===== config.mk =====
export PLATFORM = sky130hd
export DESIGN_NAME = adder_share_ctrl
export DESIGN_NICKNAME = d
export VERILOG_FILES = /design/src/rtl/adder_share_ctrl.sv
export SDC_FILE = /design/constraint.sdc
export NUM_CORES = 1
export LEC_CHECK = 0
export CAP_MARGIN = 20
export CORE_MARGIN = 4
export CORE_UTILIZATION = 49
export CTS_BUF_LIST = sky130_fd_sc_hd__clkbuf_4
export DETAILED_ROUTE_END_ITERATION = 8
export PLACE_DENSITY_LB_ADDON = 0.05
export SYNTH_ARGS = -nofsm -noshare
export SYNTH_HDL_FRONTEND = slang
export SYNTH_SLANG_ARGS = --single-unit
export TNS_END_PERCENT = 100

===== constraint.sdc =====
create_clock -name clk -period 5.06 [get_ports clk]
set_clock_uncertainty 0.2 [all_clocks]
set_input_delay 0.759 -clock clk [delete_from_list [all_inputs] [get_ports clk]]
set_output_delay 0.759 -clock clk [all_outputs]
set_load 0.1 [all_outputs]

===== src/rtl/adder_share_ctrl.sv =====
// Round-robin sequencer that time-shares one 4-bit adder slice between two wide-add requesters.
// Optional signed-overflow output `rsp_ovf` is built when ADDER_CTRL_OVF_EN is defined.
module adder_share_ctrl #(
  parameter int unsigned WORD_NIBBLES = 4
) (
  input  logic                      clk,
  input  logic                      rst,
  input  logic                      req0_valid,
  output logic                      req0_ready,
  input  logic [4*WORD_NIBBLES-1:0] req0_a,
  input  logic [4*WORD_NIBBLES-1:0] req0_b,
  input  logic                      req0_cin,
  input  logic                      req1_valid,
  output logic                      req1_ready,
  input  logic [4*WORD_NIBBLES-1:0] req1_a,
  input  logic [4*WORD_NIBBLES-1:0] req1_b,
  input  logic                      req1_cin,
  output logic [3:0]                add_a,
  output logic [3:0]                add_b,
  output logic                      add_cin,
  input  logic [3:0]                add_sum,
  input  logic                      add_cout,
  output logic                      rsp_valid,
  input  logic                      rsp_ready,
  output logic                      rsp_id,
  output logic [4*WORD_NIBBLES-1:0] rsp_sum,
  output logic                      rsp_cout
`ifdef ADDER_CTRL_OVF_EN
  ,
  output logic                      rsp_ovf
`endif
);

  localparam int unsigned W     = 4 * WORD_NIBBLES;
  localparam int unsigned IDX_W = (WORD_NIBBLES > 1) ? $clog2(WORD_NIBBLES) : 1;

  localparam logic [1:0] IDLE = 2'd0;
  localparam logic [1:0] RUN  = 2'd1;
  localparam logic [1:0] RESP = 2'd2;

  logic [1:0]       state;
  logic [1:0]       state_nxt;
  logic             last_grant;
  logic             grant;
  logic             accept;
  logic             last_nibble;
  logic [W-1:0]     op_a;
  logic [W-1:0]     op_b;
  logic             op_cin;
  logic             carry;
  logic [IDX_W-1:0] idx;

  // Round-robin: on a tie the requester not served last wins
  always_comb begin
    grant = 1'b0;
    if (req0_valid && req1_valid) begin
      grant = ~last_grant;
    end else if (req1_valid) begin
      grant = 1'b1;
    end
  end

  assign req0_ready  = (state == IDLE) && req0_valid && !grant;
  assign req1_ready  = (state == IDLE) && req1_valid && grant;
  assign accept      = req0_ready | req1_ready;
  assign last_nibble = (idx == IDX_W'(WORD_NIBBLES - 1));
  assign rsp_valid   = (state == RESP);

  always_ff @(posedge clk) begin
    if (rst) begin
      state <= IDLE;
    end else begin
      state <= state_nxt;
    end
  end

  always_comb begin
    state_nxt = state;
    case (state)
      IDLE:    if (accept) state_nxt = RUN;
      RUN:     if (last_nibble) state_nxt = RESP;
      RESP:    if (rsp_ready) state_nxt = IDLE;
      default: state_nxt = IDLE;
    endcase
  end

  // Slice operands: current nibble of the latched operands, quiet outside RUN
  always_comb begin
    add_a   = 4'h0;
    add_b   = 4'h0;
    add_cin = 1'b0;
    if (state == RUN) begin
      add_a   = 4'(op_a >> {idx, 2'b00});
      add_b   = 4'(op_b >> {idx, 2'b00});
      add_cin = (idx == '0) ? op_cin : carry;
    end
  end

  always_ff @(posedge clk) begin
    if (rst) begin
      last_grant <= 1'b1;
      op_a       <= '0;
      op_b       <= '0;
      op_cin     <= 1'b0;
      carry      <= 1'b0;
      idx        <= '0;
      rsp_id     <= 1'b0;
      rsp_sum    <= '0;
      rsp_cout   <= 1'b0;
`ifdef ADDER_CTRL_OVF_EN
      rsp_ovf    <= 1'b0;
`endif
    end else begin
      if (accept) begin
        op_a       <= grant ? req1_a : req0_a;
        op_b       <= grant ? req1_b : req0_b;
        op_cin     <= grant ? req1_cin : req0_cin;
        rsp_id     <= grant;
        idx        <= '0;
        last_grant <= grant;
      end
      if (state == RUN) begin
        for (int i = 0; i < int'(WORD_NIBBLES); i++) begin
          if (idx == IDX_W'(i)) rsp_sum[4*i +: 4] <= add_sum;
        end
        carry <= add_cout;
        idx   <= idx + IDX_W'(1);
        if (last_nibble) begin
          rsp_cout <= add_cout;
`ifdef ADDER_CTRL_OVF_EN
          // Top bit of the final nibble is the sign of the wide sum
          rsp_ovf  <= (op_a[W-1] == op_b[W-1]) && (add_sum[3] != op_a[W-1]);
`endif
        end
      end
    end
  end

endmodule


==> metrics.md, run 1 <==
| Metric | Value |
|---|---|
| Outcome | `finished clean` |
| Worst EP required | `4100 ps` |
| Largest net degree at the start of global routing | `58` |
| Routed WL | `7600 µm` |
| FF-to-FF Start | `idx[0]` |
| WP buf/inv | `2` |
| Mapped Cells | `between 300 and 400` |
| FF-to-FF setup slack | `2960 ps` |
| Psw | `0.373 mW` |
| Antenna violation net count after detailed routing | `0` |
| Comb pwr share | `29.6%` |
| Max-cap viol count | `0` |
| Vias per Instance | `5.50` |
| Sequential area share after synthesis | `40.0%` |
| Unique masters post-synth | `28` |
| Initial antenna violation count | `0` |
| Diodes inserted | `0` |
| Achievable Freq | `0.250 GHz` |
| Via count | `2609` |
| Starting Density | `~50%` |
| Hold WC Path Type | `reg2reg` |
| Arr. time, crit path | `3040 ps` |
| Avg WL per Cell | `16.0 µm` |
| Leak pwr | `roughly 1.6 nW` |
| Tightest Pin Transition | `between 1000 and 1500 ps` |
| Synth warn | `0` |
| Final Util | `70.7%` |
| Slowest cell delay on critical path | `1160 ps` |
| Detailed Routing Iterations Pass 1 | `4` |
| Ranking of synthesized cells by area | `dfxtp_1, nand2_1, a311oi_1, mux2i_1, a21oi_1` |
| Worst reg-to-reg path cell count | `5` |
| Internal cell power | `0.714 mW` |
| Crit-path cells | `inv_1 > ha_1 > mux2i_1 > nor2_1 > clkdlybuf4s50_1` |
| Final hold vios | `0` |
| Std cell rows | `27` |
| Min Clock Period, post-route | `4000 ps` |
| Asr flop ratio synth | `0%` |
| CP top delay family | `buffers and inverters` |
| Hold endpoint | `rsp_sum[3]` |
| Total CTS buffers | `9` |
| Vias in the first global route | `2499` |
| Crit Path Category | `reg2out` |
| First-pass GRT wire length | `12100 µm` |
| I/O Pins | `106` |
| Clk sinks | `57` |
| CP Capture Type | `output port` |
| Hold depth | `2` |
| Grt total ovfl | `0` |
| Top cell type's share of synthesized area | `40.0%` |
| EDFF count, synth | `0` |
| Yosys reg bits | `57` |
| Share of layout cells above drive strength 1 | `under 10%` |
| Worst vdd ir | `0.000160 V` |
| Yosys top cell by area | `dfxtp_1` |
| Die Area | `7100 µm²` |
| Final Cycle Share | `79.0%` |
| Starting DRC count in detailed routing | `113` |
| Power per cell area | `276 nW/µm²` |
| Fin. max-slew vios | `0` |
| CTS resizes | `0` |
| GRT Total Usage | `21.4%` |
| Slew Limit Headroom | `33.0%` |
| Port Buffers | `105` |
| Crit start category | `register` |
| Clock network power share | `23.3%` |
| DP HPWL | `5190 µm` |
| Post-DP Area | `~3800 µm²` |
| # fillers | `488` |
| CP Max Fanout | `12` |
| Synth cell count leaders | `nand2_1, dfxtp_1, a21oi_1, a311oi_1, nor2_1` |
| Pwr Total | `1.09 mW` |
| Drt drc | `0` |
| Area of the core | `5570 µm²` |
| CTS tree | `yes` |
| Critical path depth | `5` |
| Clock buffer depth | `2` |
| RePlAce Congestion | `roughly 0.79` |
| Worst-path clk slew | `about 100 ps` |
| Design area | `3940 µm²` |
| RR Endpoint | `rsp_sum[0]` |
| Mapped cell area | `2850 µm²` |
| Top-count cell post-synth | `nand2_1` |
| Total Nets Final | `478` |
| Critical path's slowest cell | `clkdlybuf4s50_1` |
| Area grow syn2layout | `38.2%` |
| Sequential share of power | `47.1%` |
| Tightest hold margin | `305 ps` |
| Syn Nets | `~390` |
| Clk_lat worst skew | `390 ps` |
| H-Tree Depth | `3` |
| Switching Share | `34.3%` |
| # setup viols final | `0` |
| Die width | `around 84 µm` |
| Post-Route Setup TNS | `0 ps` |
| Buffer count from post-CTS setup fixing | `0` |
| Die H | `between 80 and 90 µm` |
| RSZ-0062 raised after global routing | `false` |
| CTS Hold Buffers Added | `0` |
| Syn_area_per_cell | `9.29 µm²` |
| Root Buffer | `clkbuf_4` |
| Post-synth top flop | `dfxtp_1` |
| Hold Crit Start | `rsp_sum[3]` |
==> layout by cell type, fill, tap and decap left out, types with 4 or more instances in the layout <==
master	netlist	layout
ha_1	4	4
a311oi_2	8	8
nor2_1	24	24
dfxtp_1	57	57
a21oi_1	36	36
nand2_1	66	66
nand3b_1	5	5
clkbuf_4	0	9
mux4_2	8	8
mux2i_1	19	19
nor2b_1	10	10
clkdlybuf4s50_1	0	102
a311oi_1	25	25
==> sequential cells by signal, summed over array words and instances (netlist names) <==
name        cells
idx             2
state           2
op_a           16
rsp_id          1
rsp_sum        16
op_b           16
last_grant      1
op_cin          1
rsp_cout        1
carry           1
==> layer usage <==
metal | wire length [µm] | GRT usage, % | vias up | part of all wire, %
met5 | 0 | 0 | - | 0
met2 | 3430 | 32.4 | 93 | 45
li1 | - | - | 1286 | -
met4 | 79 | 5.70 | 0 | 1.0
met1 | 3430 | 28.6 | 1224 | 45
met3 | 657 | 8.05 | 6 | 8.7
==> power groups by stage <==
stage	Clock, mW	Combinational [mW]	Sequential [mW]
finish	0.254	0.322	0.512
floorplan	0	0.200	0.540
CTS	0.260	0.321	0.512
global placement	0	0.315	0.521
detailed placement	0	0.320	0.522
global route	0.282	0.346	0.517
==> worst min-delay path, stage by stage (launching register included) <==
cell and delay [ps]:
dfxtp_1 340, mux2i_1 70, nor2_1 70
==> area by class of cell <==
type                            count  area [µm²]  area share (%)
Multi-Input combinational cell    220        1510            38.4
Sequential cell                    57        1140            29.0
Timing Repair Buffer              108        1100            27.8
Tap cell                           72        90.1            2.29
Clock buffer                        9        67.6            1.71
Clock inverter                      6        26.3           0.667
Inverter                            2        7.51           0.190
==> worst max path at each step <==
stage	startpoint	end	slack, ps
detailed placement	idx[0]	add_cin	1480
floorplan	req1_valid	req1_ready	1620
global placement	idx[0]	add_cin	1490
finish	idx[0]	add_cin	1060
CTS	idx[0]	add_cin	1020
global route	idx[0]	add_cin	840
==> through the flow <==
stage                     setup WS (ps)  cells
after global routing                845    474
after detailed placement           1480    458
after CTS                          1020    473
after floorplan                    1620    307
after global placement             1490    457
final                              1060    474
==> kinds of logic (layout without fill, tap and decap cells) <==
logic type	Yosys count	in the layout	share of synthesized area [%]
simple gates	113	113	17.6
compound gates	76	76	20.7
mux	27	27	13.0
flops	57	57	40.0
buf+inv	30	125	6.93
fa+ha+maj	4	4	1.76
(Power assumes the default switching activity.)
==> run 2: changes to the inputs <==
--- a/config.mk
+++ b/config.mk
@@ -7,7 +7,7 @@
 export LEC_CHECK = 0
 export CAP_MARGIN = 20
 export CORE_MARGIN = 4
-export CORE_UTILIZATION = 49
+export CORE_UTILIZATION = 41
 export CTS_BUF_LIST = sky130_fd_sc_hd__clkbuf_4
 export DETAILED_ROUTE_END_ITERATION = 8
 export PLACE_DENSITY_LB_ADDON = 0.05
==> constraint.sdc (replaced) <==
create_clock -name clk -period 3.38 [get_ports clk]
set_clock_uncertainty 0.2 [all_clocks]
set_input_delay 0.507 -clock clk [delete_from_list [all_inputs] [get_ports clk]]
set_output_delay 0.507 -clock clk [all_outputs]
set_load 0.1 [all_outputs]
==> metrics.md, run 2 (synthesis gave the netlist of run 1 again) <==
| Metric | Value |
|---|---|
| Grt total ovfl | `0` |
| Routed WL | `7670 µm` |
| CP Max Fanout | `12` |
| Min Clock Period, post-route | `2920 ps` |
| Antenna violation net count after detailed routing | `0` |
| Worst-path clk slew | `roughly 100 ps` |
| Diodes inserted | `0` |
| Achievable Freq | `0.342 GHz` |
| Tightest hold margin | `242 ps` |
| Via count | `2615` |
| Worst vdd ir | `between 0.0003 and 0.0004 V` |
| Crit start category | `register` |
| First-pass GRT wire length | `12600 µm` |
| Starting DRC count in detailed routing | `86` |
| DP HPWL | `5150 µm` |
| Starting Density | `42.2%` |
| Power per cell area | `roughly 470 nW/µm²` |
| Total CTS buffers | `9` |
| CTS tree | `yes` |
| CTS resizes | `0` |
| CTS Hold Buffers Added | `0` |
| Final hold vios | `0` |
| Placed Cells | `468` |
| Port Buffers | `105` |
| Pwr Total | `1.88 mW` |
| Std cell rows | `30` |
| Fin. max-slew vios | `0` |
| Initial antenna violation count | `0` |
| Avg WL per Cell | `roughly 16 µm` |
| Area of the core | `6760 µm²` |
| Post-Route Setup TNS | `0 ps` |
| Highest-count cells in the layout ignoring fill and taps | `clkdlybuf4s50_1, nand2_1, dfxtp_1` |
| Setup ws final | `455 ps` |
| Clk_lat worst skew | `390 ps` |
| Detailed Routing Iterations Pass 1 | `4` |
| Setup WS pre-CTS | `761 ps` |
| Largest net degree at the start of global routing | `58` |
| Top flop regs | `op_a (16), op_b (16), rsp_sum (16)` |
| Vias per Instance | `roughly 5.4` |
| Most common cell after layout, fill and taps aside | `clkdlybuf4s50_1` |
| Share of layout cells above drive strength 1 | `17.3%` |
| CP Capture Type | `output port` |
| Die width | `91.4 µm` |
| I/O Pins | `106` |
| Post-route insts no fill | `a little under 500` |
| Drt drc | `0` |
| Die H | `91.4 µm` |
| Worst EP required | `2670 ps` |
| Outcome | `finished clean` |
| GRT Total Usage | `18.9%` |
| Tightest Pin Transition | `961 ps` |
| Clk sinks | `57` |
| Arr. time, crit path | `2220 ps` |
| Area grow syn2layout | `40.3%` |
| Leak pwr | `1.67 nW` |
| Die Area | `8350 µm²` |
| Final Cycle Share | `between 80 and 90%` |
| Clock buffer depth | `2` |
| Root Buffer | `clkbuf_4` |
| Total Nets Final | `between 400 and 500` |
| Vias in the first global route | `2589` |
| Hold WC Path Type | `in2reg` |
| RSZ-0062 raised after global routing | `false` |
| Max-cap viol count | `0` |
| RePlAce Congestion | `0.751` |
| # setup viols final | `0` |
| Slew Limit Headroom | `a little over a third` |
| Buffer count from post-CTS setup fixing | `0` |
| H-Tree Depth | `3` |
| Crit Path Category | `reg2out` |
[run 2: cell types whose count changed in the layout (fill, tap and decap cells not counted)]
cell	change
buf_4	+26
clkdlybuf4s50_1	-26
buf_12	+3
bufinv_16	+3
clkinv_1	-2
buf_16	-1
[run 2: through the flow]
step           area (µm²)  util (%)
4_1_cts              3980      58.9
3_3_place_gp         3800      56.3
3_5_place_dp         3800      56.3
5_1_grt              4000      59.2
2_1_floorplan        2850         -
6_report             4000      59.2
[run 2: cell type report]
class                      count  area [µm²]
tap                           80         100
inverter                       2        7.51
timing repair buffer         110        1060
fill                         645        2760
clock inverter                 7         109
sequential                    57        1140
multi-input combinational    220        1510
clock buffer                   9        67.6
[run 2: critical path, stage by stage, from the launching register on]
cell and delay (ps):
dfxtp_1 800, inv_1 190, ha_1 280, mux2i_1 120
nor2_1 220, buf_12 220
[run 2: worst paths after layout]
path         depth (start not counted)  slack [ps]       start     endpoint
min                                  2         240         rst  rsp_sum[12]
max                                  5         460      idx[0]      add_cin
min reg2reg                          2         300  rsp_sum[5]   rsp_sum[5]
max reg2reg                          5        1280      idx[0]   rsp_sum[3]
[run 2: power breakdown]
part           switching [mW]  leakage [nW]  total, mW  internal [mW]
clock                   0.260        0.0971      0.628          0.369
combinational           0.274          1.10      0.482          0.208
sequential             0.0404         0.469      0.767          0.726
total                   0.574          1.67       1.88           1.30
[run 2: per-layer routing]
| metal | wire length (µm) | share of wire, % | global-route usage, % |
|---|---|---|---|
| met4 | 129 | 1.7 | 7.91 |
| met1 | 3280 | 43 | 22.5 |
| met2 | 3820 | 50 | 32.2 |
| met5 | 0 | 0 | 0 |
| met3 | 433 | 5.6 | 4.89 |
==> run 3: changes to the inputs <==
==> constraint.sdc (replaced) <==
create_clock -name clk -period 3.38 [get_ports clk]
set_clock_uncertainty 0.2 [all_clocks]
set_input_delay 0.338 -clock clk [delete_from_list [all_inputs] [get_ports clk]]
set_output_delay 0.338 -clock clk [all_outputs]
set_load 0.1 [all_outputs]
==> metrics.md, run 3 (synthesis gave the netlist of run 1 again) <==
| Metric | Value |
|---|---|
| CP Max Fanout | `12` |
| Root Buffer | `clkbuf_4` |
| RePlAce Congestion | `0.722` |
| Die Area | `8350 µm²` |
| CTS resizes | `0` |
| Crit path from | `idx[0]` |
| Crit start category | `register` |
| Highest-count cells in the layout ignoring fill and taps | `clkdlybuf4s50_1, nand2_1, dfxtp_1` |
| Power per cell area | `449 nW/µm²` |
| Leak pwr | `1.60 nW` |
| Buffer count from post-CTS setup fixing | `0` |
| RR Endpoint | `rsp_sum[1]` |
| Top flop regs | `op_a (16), op_b (16), rsp_sum (16)` |
| Total CTS buffers | `9` |
| Worst vdd ir | `0.000211 V` |
| Area grow syn2layout | `39.3%` |
| Worst EP required | `between 2000 and 3000 ps` |
| Port Buffers | `around 110` |
| Most common cell after layout, fill and taps aside | `clkdlybuf4s50_1` |
| DP HPWL | `5040 µm` |
| Initial antenna violation count | `0` |
| Min Clock Period, post-route | `about 2700 ps` |
| Vias per Instance | `5.31` |
| Clk_lat worst skew | `380 ps` |
| Worst reg-to-reg path cell count | `5` |
| Clk sinks | `57` |
| Share of layout cells above drive strength 1 | `12.9%` |
| GRT Total Usage | `17.9%` |
| Hold WC Path Type | `in2reg` |
| Vias in the first global route | `2520` |
| Placed Cells | `467` |
| RSZ-0062 raised after global routing | `false` |
| Max-cap viol count | `0` |
| # setup viols final | `0` |
| Starting DRC count in detailed routing | `54` |
| Diodes inserted | `0` |
| Total Nets Final | `roughly 480` |
| Post-Route Setup TNS | `0 ps` |
| Antenna violation net count after detailed routing | `0` |
| Area of the core | `approximately 6800 µm²` |
| Final Cycle Share | `81.1%` |
| Detailed Routing Iterations Pass 1 | `4` |
| Final hold vios | `0` |
| Arr. time, crit path | `2200 ps` |
| CP Capture Type | `output port` |
| Std cell rows | `30` |
| I/O Pins | `106` |
| FF-to-FF setup slack | `1280 ps` |
| Slew Limit Headroom | `about 34%` |
| Setup ws final | `640 ps` |
| FF-to-FF Start | `idx[0]` |
| Via count | `2569` |
| Fin. max-slew vios | `0` |
| Outcome | `finished clean` |
| Routed WL | `between 7000 and 8000 µm` |
| Tightest Pin Transition | `987 ps` |
| Setup WS pre-CTS | `about 1000 ps` |
| CTS Hold Buffers Added | `0` |
| Crit path to | `add_cin` |
| Achievable Freq | `0.365 GHz` |
| Crit Path Category | `reg2out` |
| Largest net degree at the start of global routing | `58` |
| Starting Density | `42.2%` |
| Drt drc | `0` |
| Die H | `91.4 µm` |
| First-pass GRT wire length | `~12000 µm` |
| # fillers | `643` |
| Avg WL per Cell | `15.2 µm` |
| H-Tree Depth | `3` |
| Clock buffer depth | `2` |
| Grt total ovfl | `0` |
| Die width | `91.4 µm` |
| CTS tree | `yes` |
| Post-route insts no fill | `between 400 and 500` |
| Design area | `3970 µm²` |
| Worst-path clk slew | `100 ps` |
| Final Util | `58.8%` |
| Post-DP Area | `between 3000 and 4000 µm²` |
## run 3: changes by cell type in the layout (fill, tap and decap cells not counted)
cell and delta:
clkinv_1 +1, clkinv_2 -1, buf_4 -14, buf_12 -3, bufinv_16 -1, clkdlybuf4s50_1 +16
clkinvlp_4 +1
## run 3: critical path, cell delays in order (launching register included)
cell and delay [ps]:
dfxtp_1 800, inv_1 180, ha_1 270, mux2i_1 120, nor2_1 110, buf_4 310
## run 3: cell type report
cell class | count | area [µm²] | share of cell area (%)
Clock buffer | 9 | 67.6 | 1.70
Clock inverter | 7 | 85.1 | 2.14
Tap cell | 80 | 100 | 2.52
Timing Repair Buffer | 109 | 1060 | 26.6
Multi-Input combinational cell | 220 | 1510 | 38.1
Inverter | 2 | 7.51 | 0.189
Sequential cell | 57 | 1140 | 28.7
## run 3: how the worst min path moves through the flow
stage	slack, ps	startpoint	endpoint	depth (start not counted)
after detailed placement	280	rsp_sum[9]	rsp_sum[9]	2
after CTS	300	req0_a[11]	op_a[11]	3
after global placement	270	rsp_sum[9]	rsp_sum[9]	2
after global routing	20	rst	rsp_cout	2
final	50	rst	state[1]	2
after floorplan	260	carry	carry	2
## run 3: power by group
part           leakage, nW  internal [mW]  switching, mW
clock               0.0808          0.293          0.251
combinational         1.05          0.202          0.270
sequential           0.469          0.726         0.0411
total                 1.60           1.22          0.562
## run 3: stage by stage
step	total power, mW	hold slack, ps
global route	1.88	22.6
detailed placement	1.25	284
global placement	1.25	274
CTS	1.80	296
finish	1.78	48.9
floorplan	1.11	263
## run 3: per-layer routing
metal | GRT usage [%] | routed length, µm | up-vias
met2 | 31.1 | 3660 | 71
met5 | 0 | 0 | -
li1 | - | - | 1284
met1 | 21.0 | 3180 | 1205
met4 | 6.91 | 105 | 0
met3 | 4.39 | 429 | 9
